### src/rtl/usb_tx_pkg.sv
// usb_tx_pkg: request codes, PIDs, FSM states and line-coding constants for the USB TX engine
package usb_tx_pkg;
  typedef enum logic [2:0] {
    REQ_NONE  = 3'd0,
    REQ_DATA0 = 3'd1,
    REQ_DATA1 = 3'd2,
    REQ_ACK   = 3'd3,
    REQ_NAK   = 3'd4,
    REQ_STALL = 3'd5
  } tx_req_e;
  typedef enum logic [2:0] {
    S_IDLE = 3'd0,
    S_SYNC = 3'd1,
    S_PID  = 3'd2,
    S_DATA = 3'd3,
    S_CRC  = 3'd4,
    S_EOP  = 3'd5
  } tx_state_e;
  localparam logic [3:0] PID_DATA0 = 4'h3;
  localparam logic [3:0] PID_DATA1 = 4'hB;
  localparam logic [3:0] PID_ACK   = 4'h2;
  localparam logic [3:0] PID_NAK   = 4'hA;
  localparam logic [3:0] PID_STALL = 4'hE;
  localparam logic [15:0] CRC_POLY  = 16'hA001;
  localparam logic [15:0] CRC_INIT  = 16'hFFFF;
  localparam logic [2:0]  STUFF_RUN = 3'd6;
  localparam logic [7:0]  SYNC_BYTE = 8'h80;
  function automatic logic [7:0] pid_byte(input logic [2:0] req);
    logic [3:0] p;
    p = req == REQ_DATA0 ? PID_DATA0 :
        req == REQ_DATA1 ? PID_DATA1 :
        req == REQ_ACK   ? PID_ACK   :
        req == REQ_NAK   ? PID_NAK   : PID_STALL;
    return {~p, p};
  endfunction
endpackage

### src/rtl/usb_tx_crc16.sv
// usb_tx_crc16: bit-serial reflected CRC16 over payload bits, LSB-first input
module usb_tx_crc16
  import usb_tx_pkg::*;
(
  input  logic        clk,
  input  logic        n_rst,
  input  logic        clr,
  input  logic        en,
  input  logic        din,
  output logic [15:0] crc,
  output logic [7:0]  nxt_lo
);
  logic [15:0] nxt;
  assign nxt = (crc[0] ^ din) ? ({1'b0, crc[15:1]} ^ CRC_POLY) : {1'b0, crc[15:1]};
  assign nxt_lo = nxt[7:0];
  always_ff @(posedge clk or negedge n_rst)
    if (!n_rst) crc <= CRC_INIT;
    else if (clr) crc <= CRC_INIT;
    else if (en) crc <= nxt;
endmodule

### src/rtl/usb_tx_engine.sv
// usb_tx_engine: serialises USB full-speed handshake and data packets with
// bit stuffing, CRC16 and NRZI line coding onto dplus_out/dminus_out.
module usb_tx_engine
  import usb_tx_pkg::*;
#(
  parameter int CLKS_PER_BIT = 8,
  parameter int MAX_PAYLOAD  = 64,
  parameter int OCC_W        = 7,
  parameter int STUFF_EN     = 1
) (
  input  logic             clk,
  input  logic             n_rst,
  input  logic [2:0]       tx_packet,
  input  logic [7:0]       tx_packet_data,
  input  logic [OCC_W-1:0] buff_occ,
  output logic             get_tx_data,
  output logic             tx_transfer_active,
  output logic             tx_error,
  output logic             dplus_out,
  output logic             dminus_out
);
  localparam int CW = $clog2(CLKS_PER_BIT);
  tx_state_e        state, nxt_state;
  logic [CW-1:0]    tcnt;
  logic [7:0]       sh, pid, nxt_byte, crc_nxt_lo;
  logic [2:0]       bcnt, ones, ones_n;
  logic [1:0]       ecnt;
  logic [OCC_W-1:0] rem;
  logic [15:0]      crc;
  logic stuff, line, is_data, crc_hi;
  logic accept, req_ok, bit_end, data_end, last, stuff_n, nbit, se0;
  assign accept   = state == S_IDLE && tx_packet != 3'd0;
  assign req_ok   = tx_packet < 3'd6 &&
                    !((tx_packet == REQ_DATA0 || tx_packet == REQ_DATA1) && 32'(buff_occ) > MAX_PAYLOAD);
  assign bit_end  = state != S_IDLE && tcnt == CW'(CLKS_PER_BIT - 1);
  assign data_end = bit_end && !stuff && state inside {S_SYNC, S_PID, S_DATA, S_CRC};
  assign last     = bcnt == 3'd7;
  assign ones_n   = sh[0] ? ones + 3'd1 : 3'd0;
  assign stuff_n  = STUFF_EN != 0 && ones_n == STUFF_RUN;
  assign get_tx_data = data_end && last && rem != '0 && (state == S_DATA || (state == S_PID && is_data));
  // Byte boundaries pick the next byte; a pending stuff bit goes out before it.
  always_comb begin
    nxt_state = state;
    nxt_byte = {1'b0, sh[7:1]};
    if (last)
      case (state)
        S_SYNC: begin
          nxt_state = S_PID;
          nxt_byte = pid;
        end
        S_PID, S_DATA: begin
          nxt_state = (state == S_PID && !is_data) ? S_EOP : rem != '0 ? S_DATA : S_CRC;
          nxt_byte = rem != '0 ? tx_packet_data : state == S_PID ? ~crc[7:0] : ~crc_nxt_lo;
        end
        S_CRC: begin
          nxt_state = crc_hi ? S_EOP : S_CRC;
          nxt_byte = ~crc[15:8];
        end
        default: ;
      endcase
  end
  assign nbit = stuff_n ? 1'b0 : nxt_state == S_EOP ? 1'b1 : nxt_byte[0];
  always_ff @(posedge clk or negedge n_rst)
    if (!n_rst) begin
      state    <= S_IDLE;
      tcnt     <= '0;
      sh       <= '0;
      pid      <= '0;
      bcnt     <= '0;
      ones     <= '0;
      ecnt     <= '0;
      rem      <= '0;
      stuff    <= 1'b0;
      line     <= 1'b1;
      is_data  <= 1'b0;
      crc_hi   <= 1'b0;
      tx_error <= 1'b0;
    end else begin
      tcnt <= (accept || bit_end || state == S_IDLE) ? '0 : tcnt + CW'(1);
      if (accept) begin
        tx_error <= !req_ok;
        if (req_ok) begin
          state   <= S_SYNC;
          sh      <= SYNC_BYTE;
          pid     <= pid_byte(tx_packet);
          is_data <= tx_packet == REQ_DATA0 || tx_packet == REQ_DATA1;
          rem     <= buff_occ;
          bcnt    <= '0;
          ones    <= '0;
          ecnt    <= '0;
          stuff   <= 1'b0;
          crc_hi  <= 1'b0;
          line    <= SYNC_BYTE[0];
        end
      end else if (bit_end) begin
        if (state == S_EOP) begin
          if (stuff) stuff <= 1'b0;
          else if (ecnt == 2'd2) begin
            state <= S_IDLE;
            line  <= 1'b1;
          end else ecnt <= ecnt + 2'd1;
        end else if (stuff) begin
          stuff <= 1'b0;
          line  <= sh[0] ? line : ~line;
        end else begin
          ones   <= stuff_n ? 3'd0 : ones_n;
          stuff  <= stuff_n;
          state  <= nxt_state;
          sh     <= nxt_byte;
          bcnt   <= bcnt + 3'd1;
          rem    <= rem - OCC_W'(get_tx_data);
          crc_hi <= crc_hi | (state == S_CRC && last);
          line   <= nbit ? line : ~line;
        end
      end
    end
  usb_tx_crc16 u_crc (
    .clk    (clk),
    .n_rst  (n_rst),
    .clr    (accept),
    .en     (data_end && state == S_DATA),
    .din    (sh[0]),
    .crc    (crc),
    .nxt_lo (crc_nxt_lo)
  );
  assign se0 = state == S_EOP && !stuff;
  assign tx_transfer_active = state != S_IDLE;
  assign dplus_out  = se0 ? ecnt == 2'd2 : line;
  assign dminus_out = se0 ? 1'b0 : ~line;
endmodule

### config.mk
export PLATFORM = sky130hd
export DESIGN_NAME = usb_tx_engine
export DESIGN_NICKNAME = d
export VERILOG_FILES = /design/src/rtl/usb_tx_pkg.sv /design/src/rtl/usb_tx_crc16.sv /design/src/rtl/usb_tx_engine.sv
export SDC_FILE = /design/constraint.sdc
export NUM_CORES = 1
export LEC_CHECK = 0
export CAP_MARGIN = 25
export CORE_MARGIN = 2
export CORE_UTILIZATION = 55
export DETAILED_ROUTE_END_ITERATION = 6
export HOLD_SLACK_MARGIN = 0.02
export MAX_ROUTING_LAYER = met4
export PLACE_DENSITY = 0.86
export SKIP_CTS_REPAIR_TIMING = 1
export SLEW_MARGIN = 10
export SYNTH_ARGS = -nofsm -noshare
export SYNTH_HDL_FRONTEND = slang
export SYNTH_SLANG_ARGS = --single-unit
### constraint.sdc
create_clock -name clk -period 3.1 [get_ports clk]
set_input_delay 0.93 -clock clk [delete_from_list [all_inputs] [get_ports clk]]
set_output_delay 0.93 -clock clk [all_outputs]
set_load 0.05 [all_outputs]
==> run_results.csv, run 1 <==
group,metric,value,unit
run_status,status,"complete, no violations",
power,power_density_cells,718,nW/µm²
synth,synthTopCellsByArea,"sky130_fd_sc_hd__dfrtp_1 32%, sky130_fd_sc_hd__dfstp_2 14%, sky130_fd_sc_hd__o21ai_0 5.0%",
sta,max_slew_headroom,61.2,%
synth,postSynthCellCount,329,
sta,timing.final.ws_setup,0.214,ns
synth,synthDominantCellAreaShare,31.5,%
routing,post-route-drc-count,0,
floorplan,placementRows,27,
sta,rsz0062_at_grt,"false",
synth,synth_area,3180,µm²
global_routing,grt_usage,26.4,%
placed_design,dp_cells,427,
synth,ys_ff_latch,57,
floorplan,die-area,6400,µm²
floorplan,die-height,80.0,µm
synth,ys_seq_area_share,45.6,%
routing,route.antenna.remaining_nets,0,
synth,synth.lib_cells_used.distinct,60,
synth,synthesis.nets,357,
critical_path,setup.worst_path.end_class,"output port",
clocking,cts_root_buf,"sky130_fd_sc_hd__clkbuf_8",
routing,routed_wirelength,7440,µm
hold_path,hold_path.class,"flop to flop",
clocking,cts.sinks,57,
power,vdd_drop_max,405,µV
final_layout,layout.cells.non_filler,443,
final_layout,area_used_by_sequential_logic_in_the_layout,1450,µm²
floorplan,width_of_the_die,80.0,µm
placed_design,port_buffers,24,
final_layout,finish.net_count,394,
clocking,clock_transition_at_path_regs,0.06,ns
global_routing,initial_antenna_violation_count,0,
global_routing,maximum_number_of_pins_on_one_net_before_global_route_repair,58,
placed_design,placedInstanceArea,3610,µm²
placed_design,dp_hpwl,5440,µm
synth,avg_inst_size_synth,9.65,µm²
global_routing,grt-ovfl-total,0,
sta,finClkSkew,0.0104,ns
final_layout,finish.utilization,68.4,%
floorplan,core_area,5540,µm²
final_layout,final_area,3790,µm²
clocking,clock_insertion_delay_worst_skew,0.35,ns
sta,timing.fmax,346,MHz
final_layout,area_occupied_by_multi_input_gates,1610,µm²
critical_path,worst_setup_path_start_kind,"flop",
final_layout,synthToLayoutAreaGrowth,19.3,%
sta,totalNegativeSetupSlack,0,ns
placed_design,gp_congestion,0.968,
critical_path,timing.critical_path.fanout_max,16,
final_layout,final.fill_count,428,
sta,timing.final.setup_violations,0,
job,timing.max_cap.violations,0,
critical_path,path_class,"flop to output port",
floorplan,initial_core_util,57.3,%
critical_path,cp_data_required_time,2.17,ns
critical_path,worst-r2r-setup-slack,0.47,ns
power,power.leakage,0.00162,µW
synth,ys_warn_count,0,
sta,hold_violations,0,
routing,routed_via_density,6.19,
synth,yosysTopAreaCell,"sky130_fd_sc_hd__dfrtp_1",
final_layout,drive_gt1_share,18.6,%
floorplan,floorplan.io_pins,25,
critical_path,arrival,1.96,ns
routing,routed_wire_length_per_instance,16.8,µm
routing,first_iter_violations,356,
sta,tightestPinTransition,0.580,ns
routing,vias,2744,
clocking,clock_tree.buffer_depth,2,
synth,synth-async-reset-ratio,100,%
sta,slew_viol_final,0,
routing,dr.pass1.iters,5,
global_routing,first_global_vias,2515,
global_routing,grt_pass1_wl,12300,µm
sta,period_needed,2.89,ns
sta,fin_crit_sh,93.1,%
clocking,tritoncts,"built",
final_layout,n_antenna_cell,0,
placed_design,place_ws,-0.0466,ns
clocking,cts-htree-levels,3,
synth,synth_edf_count,0,
clocking,numCtsBuffers,9,
synth,postSynth.topFlopCell,"sky130_fd_sc_hd__dfrtp_1",
-- report_power, final --
| part | internal, µW | switching (µW) |
|---|---|---|
| logic | 430 | 624 |
| registers | 912 | 129 |
| clock network | 333 | 293 |
-- synth_stat cells (2+ instances only) --
library cell and count:
sky130_fd_sc_hd__mux2i_1 12, sky130_fd_sc_hd__o22a_1 15, sky130_fd_sc_hd__buf_2 7, sky130_fd_sc_hd__nor3b_1 4
sky130_fd_sc_hd__dfrtp_1 40, sky130_fd_sc_hd__dfstp_2 17, sky130_fd_sc_hd__or3_1 2, sky130_fd_sc_hd__nand3b_1 2
sky130_fd_sc_hd__and2_1 4, sky130_fd_sc_hd__a211oi_1 3, sky130_fd_sc_hd__nor3_1 4, sky130_fd_sc_hd__inv_1 11
sky130_fd_sc_hd__a32o_1 4, sky130_fd_sc_hd__xor2_1 3, sky130_fd_sc_hd__nand2_1 29, sky130_fd_sc_hd__xnor2_1 2
sky130_fd_sc_hd__or4_1 2, sky130_fd_sc_hd__a22oi_1 4, sky130_fd_sc_hd__nor2b_1 7, sky130_fd_sc_hd__and3_1 5
sky130_fd_sc_hd__o221ai_1 4, sky130_fd_sc_hd__nand3_1 2, sky130_fd_sc_hd__a32oi_1 2, sky130_fd_sc_hd__a31oi_1 5
sky130_fd_sc_hd__o22ai_1 2, sky130_fd_sc_hd__o21ai_0 32, sky130_fd_sc_hd__o211ai_1 4, sky130_fd_sc_hd__ha_1 8
sky130_fd_sc_hd__clkbuf_1 10, sky130_fd_sc_hd__nand2b_1 9, sky130_fd_sc_hd__nor2_1 22, sky130_fd_sc_hd__o21bai_1 3
sky130_fd_sc_hd__a22o_1 3, sky130_fd_sc_hd__o21a_1 3, sky130_fd_sc_hd__or2_2 3, sky130_fd_sc_hd__a21oi_1 16
-- final cells by class --
class	instances	share of cell area [%]
multi-input combinational	241	42.5
sequential	57	38.2
timing repair buffer	45	11.1
clock buffer	14	4.29
tap	72	2.38
inverter	12	1.19
clock inverter	2	0.330
-- per-layer routing --
layer / routed length, µm / vias up / global-route usage (%)
met4: 189 / 0 / 11.2
met3: 440 / 24 / 5.20
met2: 3460 / 97 / 38.8
met5: 0 / - / -
met1: 3350 / 1331 / 35.8
li1: - / 1292 / -
-- worst max-delay path, cell delays in order, from the launching register on --
cell,delay [ns]
sky130_fd_sc_hd__dfrtp_2,0.56
sky130_fd_sc_hd__nor2b_1,0.25
sky130_fd_sc_hd__nand2_1,0.19
sky130_fd_sc_hd__nor3_1,0.31
sky130_fd_sc_hd__nor2_1,0.13
sky130_fd_sc_hd__buf_12,0.17
-- path summary, 6_finish.rpt --
check / cells after the start / startpoint / to
max reg2reg: 9 / state[0] / rem[5]
max: 5 / state[0] / dplus_out
min in group asynchronous: 2 / n_rst / rem[2]
min: 1 / tcnt[0] / tcnt[0]
min reg2reg: 1 / tcnt[0] / tcnt[0]
max in group asynchronous: 2 / n_rst / u_crc.crc[15]
-- cells by family (layout without fill, tap and decap cells) --
| group | Yosys count | count (layout) | synth area share, % |
|---|---|---|---|
| adder cells (fa/ha/maj) | 8 | 8 | 3.15 |
| AND/OR/NAND/NOR | 106 | 106 | 17.8 |
| XOR/XNOR | 5 | 5 | 1.38 |
| AO/OA/AOI/OAI | 108 | 108 | 23.4 |
| flip-flops | 57 | 57 | 45.6 |
| multiplexers | 14 | 14 | 4.49 |
| buffers and inverters | 31 | 73 | 4.18 |
-- per-stage QoR --
stage	power [µW]	hold slack (ns)
floorplan	1720	0.415
global placement	2040	0.428
detailed placement	2090	0.442
CTS	2710	0.450
global route	2890	0.463
finish	2720	0.443
-- cells in the final DEF, fill, tap and decap left out, types with 9 or more instances in the layout --
cell type	instances
sky130_fd_sc_hd__nand2_1	29
sky130_fd_sc_hd__mux2i_1	12
sky130_fd_sc_hd__dfrtp_1	39
sky130_fd_sc_hd__nor2_1	22
sky130_fd_sc_hd__a21oi_1	16
sky130_fd_sc_hd__clkbuf_8	11
sky130_fd_sc_hd__inv_1	11
sky130_fd_sc_hd__clkdlybuf4s50_1	19
sky130_fd_sc_hd__o22a_1	15
sky130_fd_sc_hd__nand2b_1	9
sky130_fd_sc_hd__buf_4	22
sky130_fd_sc_hd__o21ai_0	31
sky130_fd_sc_hd__dfstp_2	17
-- registers in the layout (all words and copies together) (netlist names), 2 cells and up --
name / cells
sh: 8
pid: 7
ecnt: 2
ones: 3
state: 3
tcnt: 3
bcnt: 3
rem: 7
u_crc.crc: 16
Note: power is estimated with default switching activity, not from simulation.
==> run 2, diff against run 1 <==
- PLACE_DENSITY: 0.86 -> 0.78
==> run 2 against run 1 <==
Worst hold slack better by 0.0058 ns. Count of clock-buffer cells in the layout decreased by 5. Clock skew down 0.0028 ns. Fmax down 2.4%. Clock power grew 7.8%. Largest cell class unchanged. Total power rose by 1.4%. First-iteration DRC count is 8.1% lower. Via count fell by 1.1%. Flip-flop and latch count unchanged. Critical path type unchanged. Critical endpoint is now get_tx_data. Critical path depth decreased by 1. Largest power group unchanged.
==> run_results.csv, run 2 (same netlist as run 1, synthesis figures left out) <==
group,metric,value,unit
critical_path,path_buf_inv,1,
routing,routed_wire_length_per_instance,16.6,µm
final_layout,largest_registers,"u_crc.crc x16, sh x8",
final_layout,mostFrequentLayoutCell,"sky130_fd_sc_hd__dfrtp_1",
final_layout,final_area,3830,µm²
sta,fin_crit_sh,95.4,%
placed_design,placedInstanceArea,3620,µm²
global_routing,grt_usage,26.2,%
routing,dr.pass1.iters,5,
final_layout,finish.utilization,69.1,%
floorplan,die-area,6400,µm²
routing,post-route-drc-count,0,
critical_path,cp_slowest_stage_delay,0.60,ns
power,power.leakage,0.00163,µW
power,power_density_cells,721,nW/µm²
global_routing,grt-ovfl-total,0,
clocking,clock_transition_at_path_regs,0.06,ns
critical_path,timing.critical_path.fanout_max,19,
hold_path,hold_path.class,"flop to flop",
clocking,cts.sinks,57,
critical_path,worst_setup_path_start_kind,"flop",
final_layout,drive_gt1_share,20.3,%
clocking,clock_tree.buffer_depth,2,
floorplan,core_area,5540,µm²
global_routing,first_global_vias,2605,
floorplan,initial_core_util,57.3,%
routing,vias,2713,
placed_design,port_buffers,24,
critical_path,cp_data_required_time,2.17,ns
critical_path,path_class,"flop to output port",
critical_path,setup.worst_path.end_class,"output port",
sta,slew_viol_final,0,
clocking,numCtsBuffers,9,
routing,first_iter_violations,327,
critical_path,arrival,2.03,ns
floorplan,placementRows,27,
critical_path,critPathTopFamily,"simple AND/OR/NAND/NOR gates",
placed_design,dp_hpwl,5420,µm
floorplan,width_of_the_die,80.0,µm
routing,routed_via_density,6.08,
placed_design,gp_congestion,0.873,
job,timing.max_cap.violations,0,
power,vdd_drop_max,449,µV
final_layout,layout_common_cells,"40 x sky130_fd_sc_hd__dfrtp_1, 32 x sky130_fd_sc_hd__o21ai_0, 29 x sky130_fd_sc_hd__nand2_1",
final_layout,layout.cells.non_filler,446,
final_layout,final.fill_count,440,
sta,tightestPinTransition,0.595,ns
final_layout,synthToLayoutAreaGrowth,20.5,%
clocking,tritoncts,"built",
sta,timing.fmax,338,MHz
sta,hold_violations,0,
sta,period_needed,2.96,ns
final_layout,finish.net_count,397,
placed_design,dp_cells,430,
final_layout,top_register,"u_crc.crc",
critical_path,timing.critical_path.cells,"o21ai_0 > nand3_2 > nor4_4 > buf_12",
critical_path,critPathSlowestCell,"sky130_fd_sc_hd__dfrtp_1",
floorplan,floorplan.io_pins,25,
clocking,clock_insertion_delay_worst_skew,0.34,ns
run_status,status,"complete, no violations",
global_routing,maximum_number_of_pins_on_one_net_before_global_route_repair,28,
global_routing,initial_antenna_violation_count,0,
final_layout,n_antenna_cell,0,
sta,finClkSkew,0.00756,ns
sta,rsz0062_at_grt,"false",
global_routing,grt_pass1_wl,12500,µm
routing,route.antenna.remaining_nets,0,
clocking,cts-htree-levels,3,
sta,finalHoldWorstSlack,0.449,ns
clocking,cts_root_buf,"sky130_fd_sc_hd__clkbuf_8",
sta,max_slew_headroom,60.3,%
power,post-layout-total-power,2760,µW
floorplan,die-height,80.0,µm
sta,timing.final.setup_violations,0,
routing,routed_wirelength,7390,µm
final_layout,largest_reg_flops,16,
run 2: area by class of cell:
class / instances / area [µm²] / share of cell area (%)
Multi-Input combinational cell: 241 / 1620 / 42.3
Sequential cell: 57 / 1450 / 37.8
Timing Repair Buffer: 48 / 430 / 11.2
Clock buffer: 9 / 124 / 3.24
Tap cell: 72 / 90.1 / 2.35
Clock inverter: 7 / 71.3 / 1.86
Inverter: 12 / 45.0 / 1.18
run 2: metrics by stage:
step	TNS, ns	setup WS [ns]
CTS	0	0.0427
finish	0	0.143
floorplan	0	0.00868
global route	0	0.0169
global placement	0	0.0273
detailed placement	-0.0205	-0.00842
run 2: path summary, 6_finish.rpt:
check                          from            end  slack, ns  cells after the start
hold reg to reg             tcnt[0]        tcnt[0]       0.45                      1
setup reg to reg           state[2]         rem[5]       0.45                      8
setup / recovery           state[2]    get_tx_data       0.14                      4
max in group asynchronous     n_rst  u_crc.crc[12]       1.72                      2
min in group asynchronous     n_rst        ecnt[1]       0.60                      1
hold / removal              tcnt[0]        tcnt[0]       0.45                      1
run 2: per-layer routing:
layer	track usage (%)	share of wire, %	vias up
met5	-	0	-
met4	10.7	1.8	0
met3	4.41	5.8	21
met2	38.3	45	107
met1	36.4	47	1287
li1	-	-	1298
run 2: power by group:
part	switching [µW]	internal, µW	total [µW]
clock network	306	368	675
logic	619	433	1050
registers	122	911	1030
